==> src/rtl/uart_hd_fifo.sv <==
// rtl/uart_hd_fifo.sv - half-duplex open-drain UART PHY with TX/RX FIFOs for a UPDI line
// RX is held idle whenever TX is active, so the local echo on the shared line is never received.

module uart_hd_fifo_q #(
  parameter int W     = 8,
  parameter int DEPTH = 16
) (
  input  logic                   clk_i,
  input  logic                   rst_ni,
  input  logic                   wr_en_i,
  input  logic [W-1:0]           wr_data_i,
  input  logic                   rd_en_i,
  output logic [W-1:0]           rd_data_o,
  output logic                   full_o,
  output logic                   empty_o,
  output logic [$clog2(DEPTH):0] count_o
);
  localparam int AW = $clog2(DEPTH);
  localparam logic [AW:0] FULL_CNT = (AW+1)'(DEPTH);

  logic [W-1:0]  mem_q [DEPTH];
  logic [AW-1:0] wr_ptr_q, rd_ptr_q;
  logic [AW:0]   count_q;
  logic          wr_ok, rd_ok;

  assign full_o    = (count_q == FULL_CNT);
  assign empty_o   = (count_q == '0);
  assign count_o   = count_q;
  assign rd_data_o = mem_q[rd_ptr_q];
  assign wr_ok     = wr_en_i && !full_o;
  assign rd_ok     = rd_en_i && !empty_o;

  always_ff @(posedge clk_i) begin
    if (wr_ok) mem_q[wr_ptr_q] <= wr_data_i;
  end

  always_ff @(posedge clk_i or negedge rst_ni) begin
    if (!rst_ni) begin
      wr_ptr_q <= '0;
      rd_ptr_q <= '0;
      count_q  <= '0;
    end else begin
      if (wr_ok) wr_ptr_q <= wr_ptr_q + AW'(1);
      if (rd_ok) rd_ptr_q <= rd_ptr_q + AW'(1);
      if (wr_ok && !rd_ok)      count_q <= count_q + (AW+1)'(1);
      else if (rd_ok && !wr_ok) count_q <= count_q - (AW+1)'(1);
    end
  end
endmodule

module uart_hd_fifo #(
  parameter int    DATA_BITS   = 8,
  parameter string PARITY_MODE = "even",
  parameter int    STOP_BITS   = 2,
  parameter int    FIFO_DEPTH  = 16,
  parameter int    DIV_W       = 16,
  parameter int    GUARD_BITS  = 2
) (
  input  logic                          clk_i,
  input  logic                          rst_ni,
  input  logic [DIV_W-1:0]              baud_div_i,
  input  logic [DATA_BITS-1:0]          tx_data_i,
  input  logic                          tx_fifo_wr_en_i,
  output logic                          tx_fifo_full_o,
  output logic                          tx_fifo_empty_o,
  output logic [$clog2(FIFO_DEPTH):0]   tx_fifo_count_o,
  output logic [DATA_BITS-1:0]          rx_data_o,
  input  logic                          rx_fifo_rd_en_i,
  output logic                          rx_fifo_full_o,
  output logic                          rx_fifo_empty_o,
  output logic [$clog2(FIFO_DEPTH):0]   rx_fifo_count_o,
  input  logic                          send_break_i,
  output logic                          break_detected_o,
  input  logic                          err_clr_i,
  output logic                          rx_parity_err_o,
  output logic                          rx_frame_err_o,
  output logic                          rx_overflow_o,
  output logic                          tx_collision_o,
  output logic                          busy_o,
  input  logic                          line_in_i,
  output logic                          line_drive_low_o
);
  localparam int CW         = $clog2(FIFO_DEPTH) + 1;
  localparam bit HAS_PAR    = (PARITY_MODE != "none");
  localparam bit ODD        = (PARITY_MODE == "odd");
  localparam int FRAME_BITS = 1 + DATA_BITS + (HAS_PAR ? 1 : 0) + STOP_BITS;

  typedef enum logic [2:0] {TX_IDLE, TX_START, TX_DATA, TX_PARITY, TX_STOP, TX_GUARD, TX_BREAK} tx_state_e;
  typedef enum logic [2:0] {RX_IDLE, RX_START, RX_DATA, RX_PARITY, RX_STOP, RX_WAIT_HIGH} rx_state_e;

  tx_state_e            tx_state_q, tx_state_d;
  logic [DIV_W-1:0]     tx_div_q, tx_div_d, tx_cnt_q, tx_cnt_d;
  logic [7:0]           tx_bit_q, tx_bit_d;
  logic [DATA_BITS-1:0] tx_shift_q, tx_shift_d, tx_head;
  logic                 tx_par_q, tx_par_d, tx_pop, tx_bit_end, tx_mid;
  logic                 brk_pend_q, brk_pend_d, brk_block, coll_q, coll_d;
  logic [CW-1:0]        brk_left_q, brk_left_d;

  rx_state_e            rx_state_q, rx_state_d;
  logic [DIV_W-1:0]     rx_div_q, rx_div_d, rx_cnt_q, rx_cnt_d;
  logic [7:0]           rx_bit_q, rx_bit_d;
  logic [DATA_BITS-1:0] rx_shift_q, rx_shift_d;
  logic                 rx_par_q, rx_par_d, rx_zero_q, rx_zero_d, rx_push, line_prev_q;
  logic                 brk_det_q, brk_det_d, perr_q, perr_d, ferr_q, ferr_d, ovf_q, ovf_d;

  uart_hd_fifo_q #(.W(DATA_BITS), .DEPTH(FIFO_DEPTH)) u_tx_fifo (
    .clk_i(clk_i), .rst_ni(rst_ni), .wr_en_i(tx_fifo_wr_en_i), .wr_data_i(tx_data_i),
    .rd_en_i(tx_pop), .rd_data_o(tx_head), .full_o(tx_fifo_full_o),
    .empty_o(tx_fifo_empty_o), .count_o(tx_fifo_count_o));

  uart_hd_fifo_q #(.W(DATA_BITS), .DEPTH(FIFO_DEPTH)) u_rx_fifo (
    .clk_i(clk_i), .rst_ni(rst_ni), .wr_en_i(rx_push), .wr_data_i(rx_shift_q),
    .rd_en_i(rx_fifo_rd_en_i), .rd_data_o(rx_data_o), .full_o(rx_fifo_full_o),
    .empty_o(rx_fifo_empty_o), .count_o(rx_fifo_count_o));

  assign tx_bit_end = (tx_cnt_q == tx_div_q);
  assign tx_mid     = (tx_cnt_q == (tx_div_q >> 1));
  // A pending break blocks further pops once every byte queued ahead of it has left.
  assign brk_block  = brk_pend_q && (brk_left_q == '0);
  assign busy_o     = (tx_state_q != TX_IDLE) || !tx_fifo_empty_o;

  always_comb begin
    tx_state_d = tx_state_q;
    tx_div_d   = tx_div_q;
    tx_cnt_d   = tx_cnt_q + DIV_W'(1);
    tx_bit_d   = tx_bit_q;
    tx_shift_d = tx_shift_q;
    tx_par_d   = tx_par_q;
    tx_pop     = 1'b0;
    unique case (tx_state_q)
      TX_IDLE: begin
        tx_cnt_d = '0;
        if (brk_block) begin
          tx_state_d = TX_BREAK;
          tx_div_d   = baud_div_i;
          tx_bit_d   = '0;
        end else if (!tx_fifo_empty_o) tx_pop = 1'b1;
      end
      TX_START: if (tx_bit_end) begin
        tx_cnt_d   = '0;
        tx_state_d = TX_DATA;
      end
      TX_DATA: if (tx_bit_end) begin
        tx_cnt_d   = '0;
        tx_shift_d = tx_shift_q >> 1;
        tx_bit_d   = tx_bit_q + 8'd1;
        if (tx_bit_q == 8'(DATA_BITS - 1)) begin
          tx_bit_d   = '0;
          tx_state_d = HAS_PAR ? TX_PARITY : TX_STOP;
        end
      end
      TX_PARITY: if (tx_bit_end) begin
        tx_cnt_d   = '0;
        tx_state_d = TX_STOP;
      end
      TX_STOP: if (tx_bit_end) begin
        tx_cnt_d = '0;
        tx_bit_d = tx_bit_q + 8'd1;
        if (tx_bit_q == 8'(STOP_BITS - 1)) begin
          tx_bit_d = '0;
          if (!tx_fifo_empty_o && !brk_block) tx_pop = 1'b1;
          else tx_state_d = TX_GUARD;
        end
      end
      TX_GUARD: if (tx_bit_end) begin
        tx_cnt_d = '0;
        tx_bit_d = tx_bit_q + 8'd1;
        if (tx_bit_q == 8'(GUARD_BITS - 1)) tx_state_d = TX_IDLE;
      end
      TX_BREAK: if (tx_bit_end) begin
        tx_cnt_d = '0;
        tx_bit_d = tx_bit_q + 8'd1;
        if (tx_bit_q == 8'(2 * FRAME_BITS - 1)) begin
          tx_bit_d   = '0;
          tx_state_d = TX_GUARD;
        end
      end
      default: tx_state_d = TX_IDLE;
    endcase
    if (tx_pop) begin
      tx_state_d = TX_START;
      tx_div_d   = baud_div_i;
      tx_cnt_d   = '0;
      tx_bit_d   = '0;
      tx_shift_d = tx_head;
      tx_par_d   = (^tx_head) ^ ODD;
    end
  end

  always_comb begin
    brk_pend_d = brk_pend_q;
    brk_left_d = brk_left_q;
    if (brk_pend_q && tx_pop && (brk_left_q != '0)) brk_left_d = brk_left_q - CW'(1);
    if ((tx_state_q == TX_IDLE) && brk_block) brk_pend_d = 1'b0;
    if (send_break_i && !brk_pend_q) begin
      brk_pend_d = 1'b1;
      brk_left_d = tx_fifo_count_o - CW'(tx_pop);
    end
  end

  always_comb begin
    line_drive_low_o = 1'b0;
    unique case (tx_state_q)
      TX_START, TX_BREAK: line_drive_low_o = 1'b1;
      TX_DATA:            line_drive_low_o = !tx_shift_q[0];
      TX_PARITY:          line_drive_low_o = !tx_par_q;
      default:            line_drive_low_o = 1'b0;
    endcase
  end

  // Collision: line level at mid-bit should equal the level we drive (released = high).
  assign coll_d = ((tx_state_q inside {TX_START, TX_DATA, TX_PARITY, TX_STOP}) && tx_mid &&
                   (line_in_i == line_drive_low_o)) || (coll_q && !err_clr_i);
  assign tx_collision_o = coll_q;

  always_ff @(posedge clk_i or negedge rst_ni) begin
    if (!rst_ni) begin
      tx_state_q <= TX_IDLE;
      tx_div_q   <= '0;
      tx_cnt_q   <= '0;
      tx_bit_q   <= '0;
      tx_shift_q <= '0;
      tx_par_q   <= 1'b0;
      brk_pend_q <= 1'b0;
      brk_left_q <= '0;
      coll_q     <= 1'b0;
    end else begin
      tx_state_q <= tx_state_d;
      tx_div_q   <= tx_div_d;
      tx_cnt_q   <= tx_cnt_d;
      tx_bit_q   <= tx_bit_d;
      tx_shift_q <= tx_shift_d;
      tx_par_q   <= tx_par_d;
      brk_pend_q <= brk_pend_d;
      brk_left_q <= brk_left_d;
      coll_q     <= coll_d;
    end
  end

  always_comb begin
    rx_state_d = rx_state_q;
    rx_div_d   = rx_div_q;
    rx_cnt_d   = rx_cnt_q + DIV_W'(1);
    rx_bit_d   = rx_bit_q;
    rx_shift_d = rx_shift_q;
    rx_par_d   = rx_par_q;
    rx_zero_d  = rx_zero_q;
    rx_push    = 1'b0;
    brk_det_d  = 1'b0;
    perr_d     = perr_q && !err_clr_i;
    ferr_d     = ferr_q && !err_clr_i;
    ovf_d      = ovf_q && !err_clr_i;
    unique case (rx_state_q)
      RX_IDLE: begin
        rx_cnt_d = '0;
        if (line_prev_q && !line_in_i) begin
          rx_state_d = RX_START;
          rx_div_d   = baud_div_i;
          rx_bit_d   = '0;
          rx_zero_d  = 1'b1;
          rx_par_d   = 1'b0;
        end
      end
      RX_START: if (rx_cnt_q == (rx_div_q >> 1)) begin
        rx_cnt_d   = '0;
        rx_state_d = line_in_i ? RX_IDLE : RX_DATA;
      end
      RX_DATA: if (rx_cnt_q == rx_div_q) begin
        rx_cnt_d   = '0;
        rx_shift_d = {line_in_i, rx_shift_q[DATA_BITS-1:1]};
        rx_zero_d  = rx_zero_q && !line_in_i;
        rx_bit_d   = rx_bit_q + 8'd1;
        if (rx_bit_q == 8'(DATA_BITS - 1)) rx_state_d = HAS_PAR ? RX_PARITY : RX_STOP;
      end
      RX_PARITY: if (rx_cnt_q == rx_div_q) begin
        rx_cnt_d   = '0;
        rx_par_d   = line_in_i;
        rx_zero_d  = rx_zero_q && !line_in_i;
        rx_state_d = RX_STOP;
      end
      RX_STOP: if (rx_cnt_q == rx_div_q) begin
        rx_cnt_d = '0;
        if (line_in_i) begin
          rx_state_d = RX_IDLE;
          if (rx_fifo_full_o) ovf_d = 1'b1;
          else rx_push = 1'b1;
          if (HAS_PAR && ((^rx_shift_q) ^ rx_par_q ^ ODD)) perr_d = 1'b1;
        end else begin
          rx_state_d = RX_WAIT_HIGH;
          if (rx_zero_q) brk_det_d = 1'b1;
          else ferr_d = 1'b1;
        end
      end
      RX_WAIT_HIGH: if (line_in_i) rx_state_d = RX_IDLE;
      default: rx_state_d = RX_IDLE;
    endcase
    if (tx_state_q != TX_IDLE) rx_state_d = RX_IDLE;
  end

  assign break_detected_o = brk_det_q;
  assign rx_parity_err_o  = perr_q;
  assign rx_frame_err_o   = ferr_q;
  assign rx_overflow_o    = ovf_q;

  always_ff @(posedge clk_i or negedge rst_ni) begin
    if (!rst_ni) begin
      rx_state_q  <= RX_IDLE;
      rx_div_q    <= '0;
      rx_cnt_q    <= '0;
      rx_bit_q    <= '0;
      rx_shift_q  <= '0;
      rx_par_q    <= 1'b0;
      rx_zero_q   <= 1'b0;
      line_prev_q <= 1'b1;
      brk_det_q   <= 1'b0;
      perr_q      <= 1'b0;
      ferr_q      <= 1'b0;
      ovf_q       <= 1'b0;
    end else begin
      rx_state_q  <= rx_state_d;
      rx_div_q    <= rx_div_d;
      rx_cnt_q    <= rx_cnt_d;
      rx_bit_q    <= rx_bit_d;
      rx_shift_q  <= rx_shift_d;
      rx_par_q    <= rx_par_d;
      rx_zero_q   <= rx_zero_d;
      line_prev_q <= line_in_i;
      brk_det_q   <= brk_det_d;
      perr_q      <= perr_d;
      ferr_q      <= ferr_d;
      ovf_q       <= ovf_d;
    end
  end
endmodule

==> config.mk <==
export PLATFORM = sky130hd
export DESIGN_NAME = uart_hd_fifo
export DESIGN_NICKNAME = d
export VERILOG_FILES = /design/src/rtl/uart_hd_fifo.sv
export SDC_FILE = /design/constraint.sdc
export NUM_CORES = 1
export LEC_CHECK = 0
export CELL_PAD_IN_SITES_DETAIL_PLACEMENT = 1
export CELL_PAD_IN_SITES_GLOBAL_PLACEMENT = 1
export CORE_MARGIN = 5
export CORE_UTILIZATION = 30
export CTS_CLUSTER_SIZE = 20
export DETAILED_ROUTE_END_ITERATION = 8
export GPL_TIMING_DRIVEN = 0
export PLACE_DENSITY = 0.57
export SYNTH_ARGS = -nofsm -noshare
export SYNTH_HDL_FRONTEND = slang
export SYNTH_SLANG_ARGS = --single-unit
==> constraint.sdc <==
create_clock -name clk_i -period 7.2 [get_ports clk_i]
set_clock_uncertainty 0.05 [all_clocks]
set_input_delay 1.44 -clock clk_i [delete_from_list [all_inputs] [get_ports clk_i]]
set_output_delay 1.44 -clock clk_i [all_outputs]
set_load 0.005 [all_outputs]
== After elaboration in Yosys (flattened, before gate mapping) ==
Memories as Yosys holds them, arrays and structs flattened.
Cells that the tools add are included.

* Register bits after elaboration: 143
* Word-level logic and storage cells: 258
* Output and inout bits: 29
* RAM bits: 256
* Memories kept: 2
* Input port bits: 31

* Multiplexer cells: 95
* Reduce and logical (&&, ||, !) cells: 74
* $add $sub $neg: 14
* Bitwise gates (word level): 1
* Equal/unequal tests: 45

{| class="wikitable"
|+ Memory list
! memory !! depth !! bits a word !! read ports !! clocked after memory_dff !! wr ports !! RTL line !! text
|-
| u_rx_fifo.mem_q || 16 || 8 || 1 || 0 || 1 || 21 || <nowiki>logic [W-1:0] mem_q [DEPTH];</nowiki>
|-
| u_tx_fifo.mem_q || 16 || 8 || 1 || 0 || 1 || 21 ||
|}

{| class="wikitable"
|+ Operators with widths
! cell !! count
|-
| two-way mux 16 bit || 7
|-
| two-way mux 8 bit || 14
|-
| two-way mux 3 bit || 22
|-
| != test 3 bit (second input constant) || 19
|-
| one-hot mux 16 bit (3 select lines) || 1
|-
| one-hot mux 8 bit (5 select lines) || 1
|-
| two-way mux 1 bit || 35
|-
| adder 16 x 1 -> 16 bit (second input constant) || 2
|-
| == test 16 x 15 -> 1 bit || 2
|-
| == test 16 bit || 2
|-
| one-hot mux 16 bit (2 select lines) || 1
|-
| two-way mux 5 bit || 6
|-
| logical AND 1 bit || 22
|-
| nonzero test 2 bit || 11
|-
| one-hot mux 3 bit (7 select lines) || 1
|-
| one-hot mux 3 bit (6 select lines) || 1
|-
| adder 4 x 1 -> 4 bit (second input constant) || 4
|-
| adder 8 x 1 -> 8 bit (second input constant) || 2
|-
| == test 8 x 3 -> 1 bit (second input constant) || 2
|-
| one-hot mux 8 bit (2 select lines) || 1
|-
| XOR reduction 8 bit || 2
|-
| == test 3 bit (second input constant) || 5
|-
| logical NOT 5 bit || 3
|-
| subtractor 5 x 1 -> 5 bit (second input constant) || 3
|-
| 29 further kinds || 60
|}

== Longest topological paths before layout ==
Gate-level depths: netlist of run 1.

* Depth after elaboration: 12
* Mapped depth: 14
* Mapped depth without buffers: 14

== Modules after synthesis ==
A second synthesis of run 1 with hierarchy kept.

* Cells, all modules: 1,337
* Area total of the unflattened synthesis: 18,159.9 um^2

{| class="wikitable"
|+ By module, submodules not included
! module !! cells an instance !! seq. area each (um^2) !! area each (um^2) !! times used
|-
| uart_hd_fifo || 693 || 2,929.1 || 6,572.6 || 1
|-
| uart_hd_fifo_q (u_rx_fifo) || 322 || 4,169.0 || 5,816.8 || 1
|-
| uart_hd_fifo_q (u_tx_fifo) || 322 || 4,169.0 || 5,770.5 || 1
|}

== Worst setup path before layout of run 1 ==
No wires, ideal clock.

* Path type: reg2out
* Start: register u_rx_fifo.rd_ptr_q[0]
* End: output port rx_data_o[0]
* Data arrival time: 2.223 ns
* Cell stages (with the launch flop): 5
* Path buffers: 2
* Data required time: 5.710 ns
* Path slack: 3.487 ns
* Path through: dfrtp_1 -> clkbuf_1 -> buf_1 -> mux4_2 -> mux4_2

* Word-level cells in the longest chain between the ends: 1

{| class="wikitable"
|+ RTL lines
! what !! RTL line !! text
|-
| start: declaration || 22 || <nowiki>logic [AW-1:0] wr_ptr_q, rd_ptr_q;</nowiki>
|-
| start signal: assignment || 44 || <nowiki>if (rd_ok) rd_ptr_q <= rd_ptr_q + AW'(1);</nowiki>
|-
| memory read (16 x 8 bit) || n/a ||
|-
| end: declaration || 67 || <nowiki>output logic [DATA_BITS-1:0] rx_data_o,</nowiki>
|}

Every way passes these cells.

== Final worst setup path of run 1 ==
* Start: register u_rx_fifo.rd_ptr_q[0]
* End: output port rx_data_o[6]

The elaborated chain is that of the path after synthesis.

==> results of run 1 <==
==> registers in the layout, summed over array words and instances, names as in the netlist, 3 cells and up <==
| name | count |
|---|---|
| brk_left_q | 5 |
| rx_cnt_q | 16 |
| rx_bit_q | 8 |
| u_rx_fifo.wr_ptr_q | 4 |
| u_rx_fifo.count_o | 5 |
| u_rx_fifo.mem_q | 128 |
| rx_div_q | 16 |
| tx_bit_q | 8 |
| rx_state_q | 3 |
| u_tx_fifo.wr_ptr_q | 4 |
| rx_shift_q | 8 |
| u_tx_fifo.rd_ptr_q | 4 |
| tx_cnt_q | 16 |
| tx_state_q | 3 |
| u_rx_fifo.rd_ptr_q | 4 |
| tx_shift_q | 8 |
| u_tx_fifo.count_o | 5 |
| u_tx_fifo.mem_q | 128 |
| tx_div_q | 16 |
==> routing by layer <==
metal	global-route usage, %	vias up	part of all wire [%]
met5	0	-	0
met1	17.3	5177	45
met4	3.74	0	2.5
met3	2.36	67	3.7
li1	-	4698	-
met2	21.8	135	49
==> power by group through the flow <==
stage	Clock, mW	Sequential [mW]	Combinational, mW
after floorplan	0	2.92	1.50
after global placement	0	2.98	2.08
after detailed placement	0	3.00	2.12
after CTS	2.42	2.95	2.13
after global routing	2.52	2.99	2.29
final	2.34	2.95	2.07
==> cell usage after synthesis (2+ instances only) <==
library cell / n
sky130_fd_sc_hd__a21o_1: 5
sky130_fd_sc_hd__a21oi_1: 17
sky130_fd_sc_hd__a21oi_2: 2
sky130_fd_sc_hd__a22oi_1: 16
sky130_fd_sc_hd__and2_1: 20
sky130_fd_sc_hd__and3_1: 10
sky130_fd_sc_hd__buf_1: 10
sky130_fd_sc_hd__buf_2: 12
sky130_fd_sc_hd__buf_6: 3
sky130_fd_sc_hd__clkbuf_1: 32
sky130_fd_sc_hd__dfrtp_1: 142
sky130_fd_sc_hd__edfxtp_1: 256
sky130_fd_sc_hd__fa_1: 2
sky130_fd_sc_hd__ha_1: 27
sky130_fd_sc_hd__inv_1: 26
sky130_fd_sc_hd__mux2_2: 33
sky130_fd_sc_hd__mux2i_1: 5
sky130_fd_sc_hd__mux4_2: 72
sky130_fd_sc_hd__nand2_1: 134
sky130_fd_sc_hd__nand2b_1: 9
sky130_fd_sc_hd__nand3_1: 27
sky130_fd_sc_hd__nand4_1: 19
sky130_fd_sc_hd__nor2_1: 88
sky130_fd_sc_hd__nor2b_1: 13
sky130_fd_sc_hd__nor3_1: 16
sky130_fd_sc_hd__nor3b_1: 2
sky130_fd_sc_hd__nor4_1: 10
sky130_fd_sc_hd__nor4_4: 2
sky130_fd_sc_hd__o21ai_0: 29
sky130_fd_sc_hd__o21ai_1: 6
sky130_fd_sc_hd__o22ai_1: 4
sky130_fd_sc_hd__o311a_1: 2
sky130_fd_sc_hd__o31ai_1: 4
sky130_fd_sc_hd__or3_1: 3
sky130_fd_sc_hd__or4_1: 3
sky130_fd_sc_hd__xnor2_1: 95
sky130_fd_sc_hd__xor2_1: 46
==> worst max path at each step <==
stage	endpoint	slack [ps]
2_1_floorplan	rx_data_o[0]	3490
3_3_place_gp	u_tx_fifo.wr_ptr_q[1]	-1800
3_5_place_dp	rx_data_o[6]	2390
4_1_cts	rx_data_o[6]	1730
5_1_grt	rx_data_o[6]	1670
6_report	rx_data_o[6]	1960
==> area by class of cell <==
| cell class | count | area [µm²] |
|---|---|---|
| plain buffers | 58 | 259 |
| clock buffers | 60 | 1250 |
| clock inverters | 24 | 256 |
| fillers | 6051 | 37900 |
| inverters | 27 | 104 |
| multi-input cells | 742 | 6020 |
| flip-flops and latches | 399 | 11300 |
| well taps | 773 | 967 |
| repair buffers | 60 | 623 |
==> cell families after synthesis <==
family | after synthesis
XOR/XNOR | 141
AND/OR/NAND/NOR | 362
flip-flops | 399
multiplexers | 110
AO/OA/AOI/OAI | 100
buffers and inverters | 85
adder cells (fa/ha/maj) | 29
==> layout by cell type, fill, tap and decap left out, types with 9 or more instances in the layout <==
master and count:
sky130_fd_sc_hd__dfrtp_1 142, sky130_fd_sc_hd__clkdlybuf4s50_1 58, sky130_fd_sc_hd__nand2b_1 9, sky130_fd_sc_hd__mux4_2 72
sky130_fd_sc_hd__o21ai_0 29, sky130_fd_sc_hd__edfxtp_1 256, sky130_fd_sc_hd__clkbuf_16 47, sky130_fd_sc_hd__nand3_1 27
sky130_fd_sc_hd__ha_1 27, sky130_fd_sc_hd__xor2_1 46, sky130_fd_sc_hd__mux2_2 33, sky130_fd_sc_hd__xnor2_1 95
sky130_fd_sc_hd__nor2b_1 13, sky130_fd_sc_hd__nand2_1 134, sky130_fd_sc_hd__a21oi_1 17, sky130_fd_sc_hd__inv_1 26
sky130_fd_sc_hd__clkinv_2 9, sky130_fd_sc_hd__nand4_1 19, sky130_fd_sc_hd__nor2_1 88, sky130_fd_sc_hd__buf_1 10
sky130_fd_sc_hd__buf_2 12, sky130_fd_sc_hd__nor3_1 15, sky130_fd_sc_hd__and3_1 10, sky130_fd_sc_hd__clkbuf_1 42
sky130_fd_sc_hd__and2_1 20, sky130_fd_sc_hd__nor4_1 10, sky130_fd_sc_hd__a22oi_1 16
==> through the flow <==
step / TNS (ps) / power [mW] / std cells / worst slack (ps) / area, µm²
2_1_floorplan: 0 / 4.42 / 1226 / 3490 / 17600
3_3_place_gp: -252330 / 5.06 / 2058 / -1800 / 19200
3_5_place_dp: 0 / 5.11 / 2059 / 2390 / 19200
4_1_cts: 0 / 7.50 / 2143 / 1730 / 20700
5_1_grt: 0 / 7.79 / 2143 / 1670 / 20800
6_report: 0 / 7.35 / 2143 / 1960 / 20800
==> worst register-to-register path: cells and delay by family, from the launching register on <==
kind,cells,cell delay [ps]
compound gates,2,350
xor+xnor,3,470
fa+ha+maj,2,750
buf+inv,2,300
flops,1,350
simple gates,4,1550
==> qor.yml, run 1 <==
run_status: "finished, final reports clean"
synth_top_family_by_area: "multiplexers"
routed_wire_length_per_instance_um: 19.2
max_slew.worst_pin.slew_ps: 1250
drc: 0
yosys-mux-area-fraction_pct: 11.6
vdd_ir_drop_max_uv: 206
grt_antenna_before_repair: 0
p_int_mw: 5.09
port-buffer-count: 59
clk_latency_ps: 590
r2r-end: "u_rx_fifo.count_o[4]"
first_global_vias: 11000
global_route.usage.total_pct: 13.0
timing.critical_path.cells: "clkbuf_1 -> buf_1 -> mux4_2 -> mux4_2 -> clkdlybuf4s50_1"
total_wirelength_mm: 41.1
grt_start_max_net_pins: 105
detail_route.first_pass.iterations: 4
hold_path_end: "rx_frame_err_o"
critPathRequiredTime_ps: 5710
synthAdderAreaFrac_pct: 2.14
cp.arrival_ps: 3750
power_frac_seq_pct: 40.1
yosys.area.top_type_share_pct: 43.6
hold-worst-slack_ps: 439
drv_slew: 0
postSynthNetCount: 1286
critPathTopFamily: "buffers and inverters"
final-hold-violation-count: 0
area_growth_syn_to_layout_pct: 17.6
floorplan.io_pins: 60
cp-startpoint: "u_rx_fifo.rd_ptr_q[0]"
pwr_per_cell_area_nw_per_um2: 354
cells_after_synthesis: 1226
power_switching_mw: 2.26
path_common_cell: "sky130_fd_sc_hd__mux4_2"
grt_overflow_total: 0
synth-warning-count: 0
timing.hold.worst.class: "reg2reg"
share_of_the_synthesized_area_in_compound_gates_ao_oa_aoi_oai_pct: 3.74
detail-route-antenna-nets: 0
drv_cap: 0
cts-root-buf: "sky130_fd_sc_hd__clkbuf_16"
drive_gt1_share_pct: 14.7
floorplan.rows: 89
routed-via-count: 10100
total_leakage_power_nw: 7.45
end_kind: "primary output"
mean_number_of_vias_per_cell: 4.70
critPathKind: "reg2out"
synth_top_flop_cell: "sky130_fd_sc_hd__edfxtp_1"
fmax_mhz: 191
r2r_slack_ps: 3270
yosysTopAreaCell: "sky130_fd_sc_hd__edfxtp_1"
num_antenna_cells: 0
placeableCoreArea_um2: 58700
cpMaxStageDelayCell: "sky130_fd_sc_hd__buf_1"
worst_setup_path_start_kind: "flop"
ctsLongestPathBuffers: 3
cts_sinks: 399
synth_seq_cells: 399
asyncSetResetFlopFracSynth_pct: 35.8
worstRegToRegCells: 13
postLayoutCoreUtil_pct: 35.4
holdBufCountCts: 0
die_area_um2: 63800
worst_slew_margin_rel_pct: 15.7
critical_path.reg2reg.startpoint: "rx_cnt_q[2]"
power.share.switching_pct: 30.8
wp_buf_inv: 3
drt_first_iter_violations: 539
cts.repair_timing.setup_buffer_count: 0
synthSimpleGateAreaFrac_pct: 9.65
number_of_enable_flip_flop_cells_after_synthesis: 256
yosysSeqAreaShare_pct: 63.8
ys_top_cells_by_area: "sky130_fd_sc_hd__edfxtp_1 (44%), sky130_fd_sc_hd__dfrtp_1 (20%), sky130_fd_sc_hd__mux4_2 (9.2%)"
crit_cells: 5
post_cts_resized: 0
place_congestion: 0.750
finalWorstPathRequiredPeriod_ps: 5240
post-route-period-util_pct: 72.8
combPwrFrac_pct: 28.1
final_nets: 1394
clkTransAtPathRegs_ps: 60
clkPwrFrac_pct: 31.8
setup_repair_after_global_routing_missed_its_margin: "false"
hold_start: "rx_zero_q"
initial_core_utilization_pct: 30.1
tritoncts: "yes"
synth_area_per_cell_um2: 14.4
overall_die_width_um: 253
setup_viol: 0
dieHeight_um: 253
dp_hpwl_mm: 27.9
critical-path-max-stage-delay_ps: 810
critical_path_peak_fanout: 10
netlist-cell-type-count: 61
cts.htree.levels: 2
numCtsBuffers: 46
synthXorXnorAreaFrac_pct: 7.00
first_pass_grt_wire_length_mm: 64.9
timing.hold.worst_path_depth: 1
synth.cell_area_um2: 17600
(Power assumes the default switching activity.)
==> run 2, diff against run 1 <==
--- a/config.mk
+++ b/config.mk
@@ -12,7 +12,7 @@
 export CTS_CLUSTER_SIZE = 20
 export DETAILED_ROUTE_END_ITERATION = 8
 export GPL_TIMING_DRIVEN = 0
-export PLACE_DENSITY = 0.57
+export PLACE_DENSITY = 0.59
 export SYNTH_ARGS = -nofsm -noshare
 export SYNTH_HDL_FRONTEND = slang
 export SYNTH_SLANG_ARGS = --single-unit
==> constraint.sdc (replaced) <==
create_clock -name clk_i -period 4.7 [get_ports clk_i]
set_clock_uncertainty 0.05 [all_clocks]
set_input_delay 0.94 -clock clk_i [delete_from_list [all_inputs] [get_ports clk_i]]
set_output_delay 0.94 -clock clk_i [all_outputs]
set_load 0.005 [all_outputs]
==> run 2 against run 1 <==
Clock-buffer cell count shrank 2; clock power grew 43%; total power grew 50%; flip-flop and latch count is the same; sequential power grew 53%; first-iteration DRC count shrank 21%; cell count is essentially flat; global-route usage shrank 0.23 points; design area shrank 0.47%; wire length shrank 2.4%; worst hold slack lost 63 ps; critical endpoint is now rx_data_o[7]; largest cell class unchanged; largest power group unchanged.
==> qor.yml, run 2 (same netlist as run 1, synthesis figures left out) <==
cts.repair_timing.setup_buffer_count: 0  # unchanged
grt_start_max_net_pins: 78  # was 105
cpMaxStageDelayCell: "sky130_fd_sc_hd__mux4_2"  # was sky130_fd_sc_hd__buf_1
routed-via-count: 10000  # was 10100
first_pass_grt_wire_length_mm: 64.1  # was 64.9 mm
clkTransAtPathRegs_ps: 60  # about the same
final.setup.tns_ps: 0  # unchanged
drc: 0  # unchanged
numCtsBuffers: 44  # was 46
num_antenna_cells: 0  # unchanged
first_global_vias: 11100  # was 11000
critical_path_peak_fanout: 10  # unchanged
end_kind: "primary output"  # unchanged
critPathTopFamily: "buffers and inverters"  # unchanged
ctsLongestPathBuffers: 3  # unchanged
final-hold-violation-count: 0  # unchanged
routed_wire_length_per_instance_um: 18.7  # was 19.2 µm
timing.critical_path.cells: "clkbuf_1 -> clkdlybuf4s15_2 -> mux4_2 -> mux4_2 -> clkdlybuf4s50_1"  # was clkbuf_1 -> buf_1 -> mux4_2 -> mux4_2 -> clkdlybuf4s50_1
total_leakage_power_nw: 7.40  # was 7.45 nW
layout.cells.most_common_list: "sky130_fd_sc_hd__edfxtp_1 (256), sky130_fd_sc_hd__dfrtp_1 (142), sky130_fd_sc_hd__nand2_1 (134), sky130_fd_sc_hd__xnor2_1 (95), sky130_fd_sc_hd__nor2_1 (88)"  # unchanged
critPathKind: "reg2out"  # unchanged
drive_gt1_share_pct: 14.8  # was 14.7%
post-route-period-util_pct: 94.3
detail-route-antenna-nets: 0  # unchanged
place_congestion: 0.762  # was 0.750
drv_cap: 0  # unchanged
floorplan.rows: 89  # unchanged
pwr_per_cell_area_nw_per_um2: 534  # was 354 nW/µm²
clk_latency_ps: 570  # was 590 ps
layout.cells.non_filler: 2141  # was 2143
worst_slew_margin_rel_pct: 17.7  # was 15.7%
run_status: "finished, final reports clean"  # unchanged
grt_antenna_before_repair: 0  # unchanged
overall_die_width_um: 253  # unchanged
cts-root-buf: "sky130_fd_sc_hd__clkbuf_16"  # unchanged
grt_overflow_total: 0  # unchanged
finalWorstPathRequiredPeriod_ps: 4430
detail_route.first_pass.iterations: 7  # was 4
critical-path-max-stage-delay_ps: 620  # was 810 ps
port-buffer-count: 59  # unchanged
cts.htree.levels: 2  # unchanged
dieHeight_um: 253  # unchanged
area_growth_syn_to_layout_pct: 17.1  # was 17.6%
placeableCoreArea_um2: 58700  # unchanged
cp.arrival_ps: 3440  # was 3750 ps
post_cts_resized: 5  # was 0
fmax_mhz: 226
tritoncts: "yes"  # unchanged
wp_buf_inv: 3  # unchanged
mean_number_of_vias_per_cell: 4.67  # was 4.70
total_wirelength_mm: 40.1  # was 41.1 mm
drv_slew: 0  # unchanged
dp_hpwl_mm: 27.4  # was 27.9 mm
path_common_cell: "sky130_fd_sc_hd__mux4_2"  # unchanged
final_nets: 1393  # was 1394
global_route.usage.total_pct: 12.7  # was 13.0%
place_inst: 2059  # unchanged
drt_first_iter_violations: 426  # was 539
holdBufCountCts: 0  # unchanged
timing.hold.worst.class: "in2async"  # was reg2reg
floorplan.io_pins: 60  # unchanged
max_slew.worst_pin.slew_ps: 1220  # was 1250 ps
final_common_cell: "sky130_fd_sc_hd__edfxtp_1"  # unchanged
die_area_um2: 63800  # unchanged
cts_sinks: 399  # unchanged
setup_repair_after_global_routing_missed_its_margin: "false"  # unchanged
largest_registers: "u_rx_fifo.mem_q x128, u_tx_fifo.mem_q x128"  # unchanged
worst_setup_path_start_kind: "flop"  # unchanged
filler_cell_count: 6113  # was 6051
critPathRequiredTime_ps: 3710  # was 5710 ps
initial_core_utilization_pct: 30.1  # unchanged
vdd_ir_drop_max_uv: 290  # was 206 µV
setup_viol: 0  # unchanged
[run 2: changes by cell type in the layout (fill, tap and decap cells not counted), moves of 2 or more]
cell                              delta
sky130_fd_sc_hd__buf_1               -3
sky130_fd_sc_hd__buf_2               +2
sky130_fd_sc_hd__clkbuf_16           -3
sky130_fd_sc_hd__clkdlybuf4s15_2     +2
sky130_fd_sc_hd__clkinv_2            -2
[run 2: power breakdown]
group,switching [mW],leakage [nW],internal [mW]
sequential,0.360,4.11,4.15
combinational,1.64,2.62,1.54
clock,1.40,0.674,1.94
total,3.40,7.40,7.63
[run 2: final cells by class]
class	instances	area, µm²	share of cell area (%)
Multi-Input combinational cell	742	6030	29.2
Sequential cell	399	11300	54.5
Clock buffer	58	1180	5.73
Inverter	27	104	0.503
Buffer	58	275	1.33
Clock inverter	23	208	1.01
Timing Repair Buffer	61	624	3.02
Tap cell	773	967	4.68
[run 2: stage by stage]
stage	instance area, µm²	setup slack (ps)	power (mW)	utilization [%]	hold slack, ps
after floorplan	17600	1490	6.77	-	384
after global placement	19200	-3680	7.75	32.7	401
after detailed placement	19200	471	7.83	32.8	407
after CTS	20700	139	11.2	35.2	393
after global routing	20700	54.1	11.8	35.2	441
final	20700	268	11.0	35.2	376
[run 2: routing by layer]
metal	up-vias	track usage [%]	part of all wire, %
li1	4694	-	-
met3	51	2.22	3.1
met1	5130	16.7	45
met4	0	3.24	1.9
met2	126	22.0	50
met5	-	0	0
[run 2: worst reg2reg max path, cell delays in order, from the launching register on]
cell and delay [ps]:
sky130_fd_sc_hd__dfrtp_1 360, sky130_fd_sc_hd__clkbuf_1 190, sky130_fd_sc_hd__xor2_1 180, sky130_fd_sc_hd__nor4_1 440, sky130_fd_sc_hd__nand4_1 310, sky130_fd_sc_hd__nor2_1 680
sky130_fd_sc_hd__ha_1 310, sky130_fd_sc_hd__inv_1 110, sky130_fd_sc_hd__fa_1 410, sky130_fd_sc_hd__a21o_1 170, sky130_fd_sc_hd__a21oi_1 170, sky130_fd_sc_hd__xnor2_1 130
sky130_fd_sc_hd__nor2_1 60, sky130_fd_sc_hd__xor2_1 150
[run 2: path summary, 6_finish.rpt]
check	slack [ps]	end	depth (start not counted)	from
max	270	rx_data_o[7]	5	u_rx_fifo.rd_ptr_q[0]
min	380	rx_cnt_q[15]	1	rst_ni
max reg2reg	850	u_rx_fifo.count_o[4]	13	rx_cnt_q[12]
min reg2reg	420	rx_frame_err_o	1	rx_zero_q
max in group asynchronous	3360	line_prev_q	2	rst_ni
min in group clk_i	420	rx_frame_err_o	1	rx_zero_q
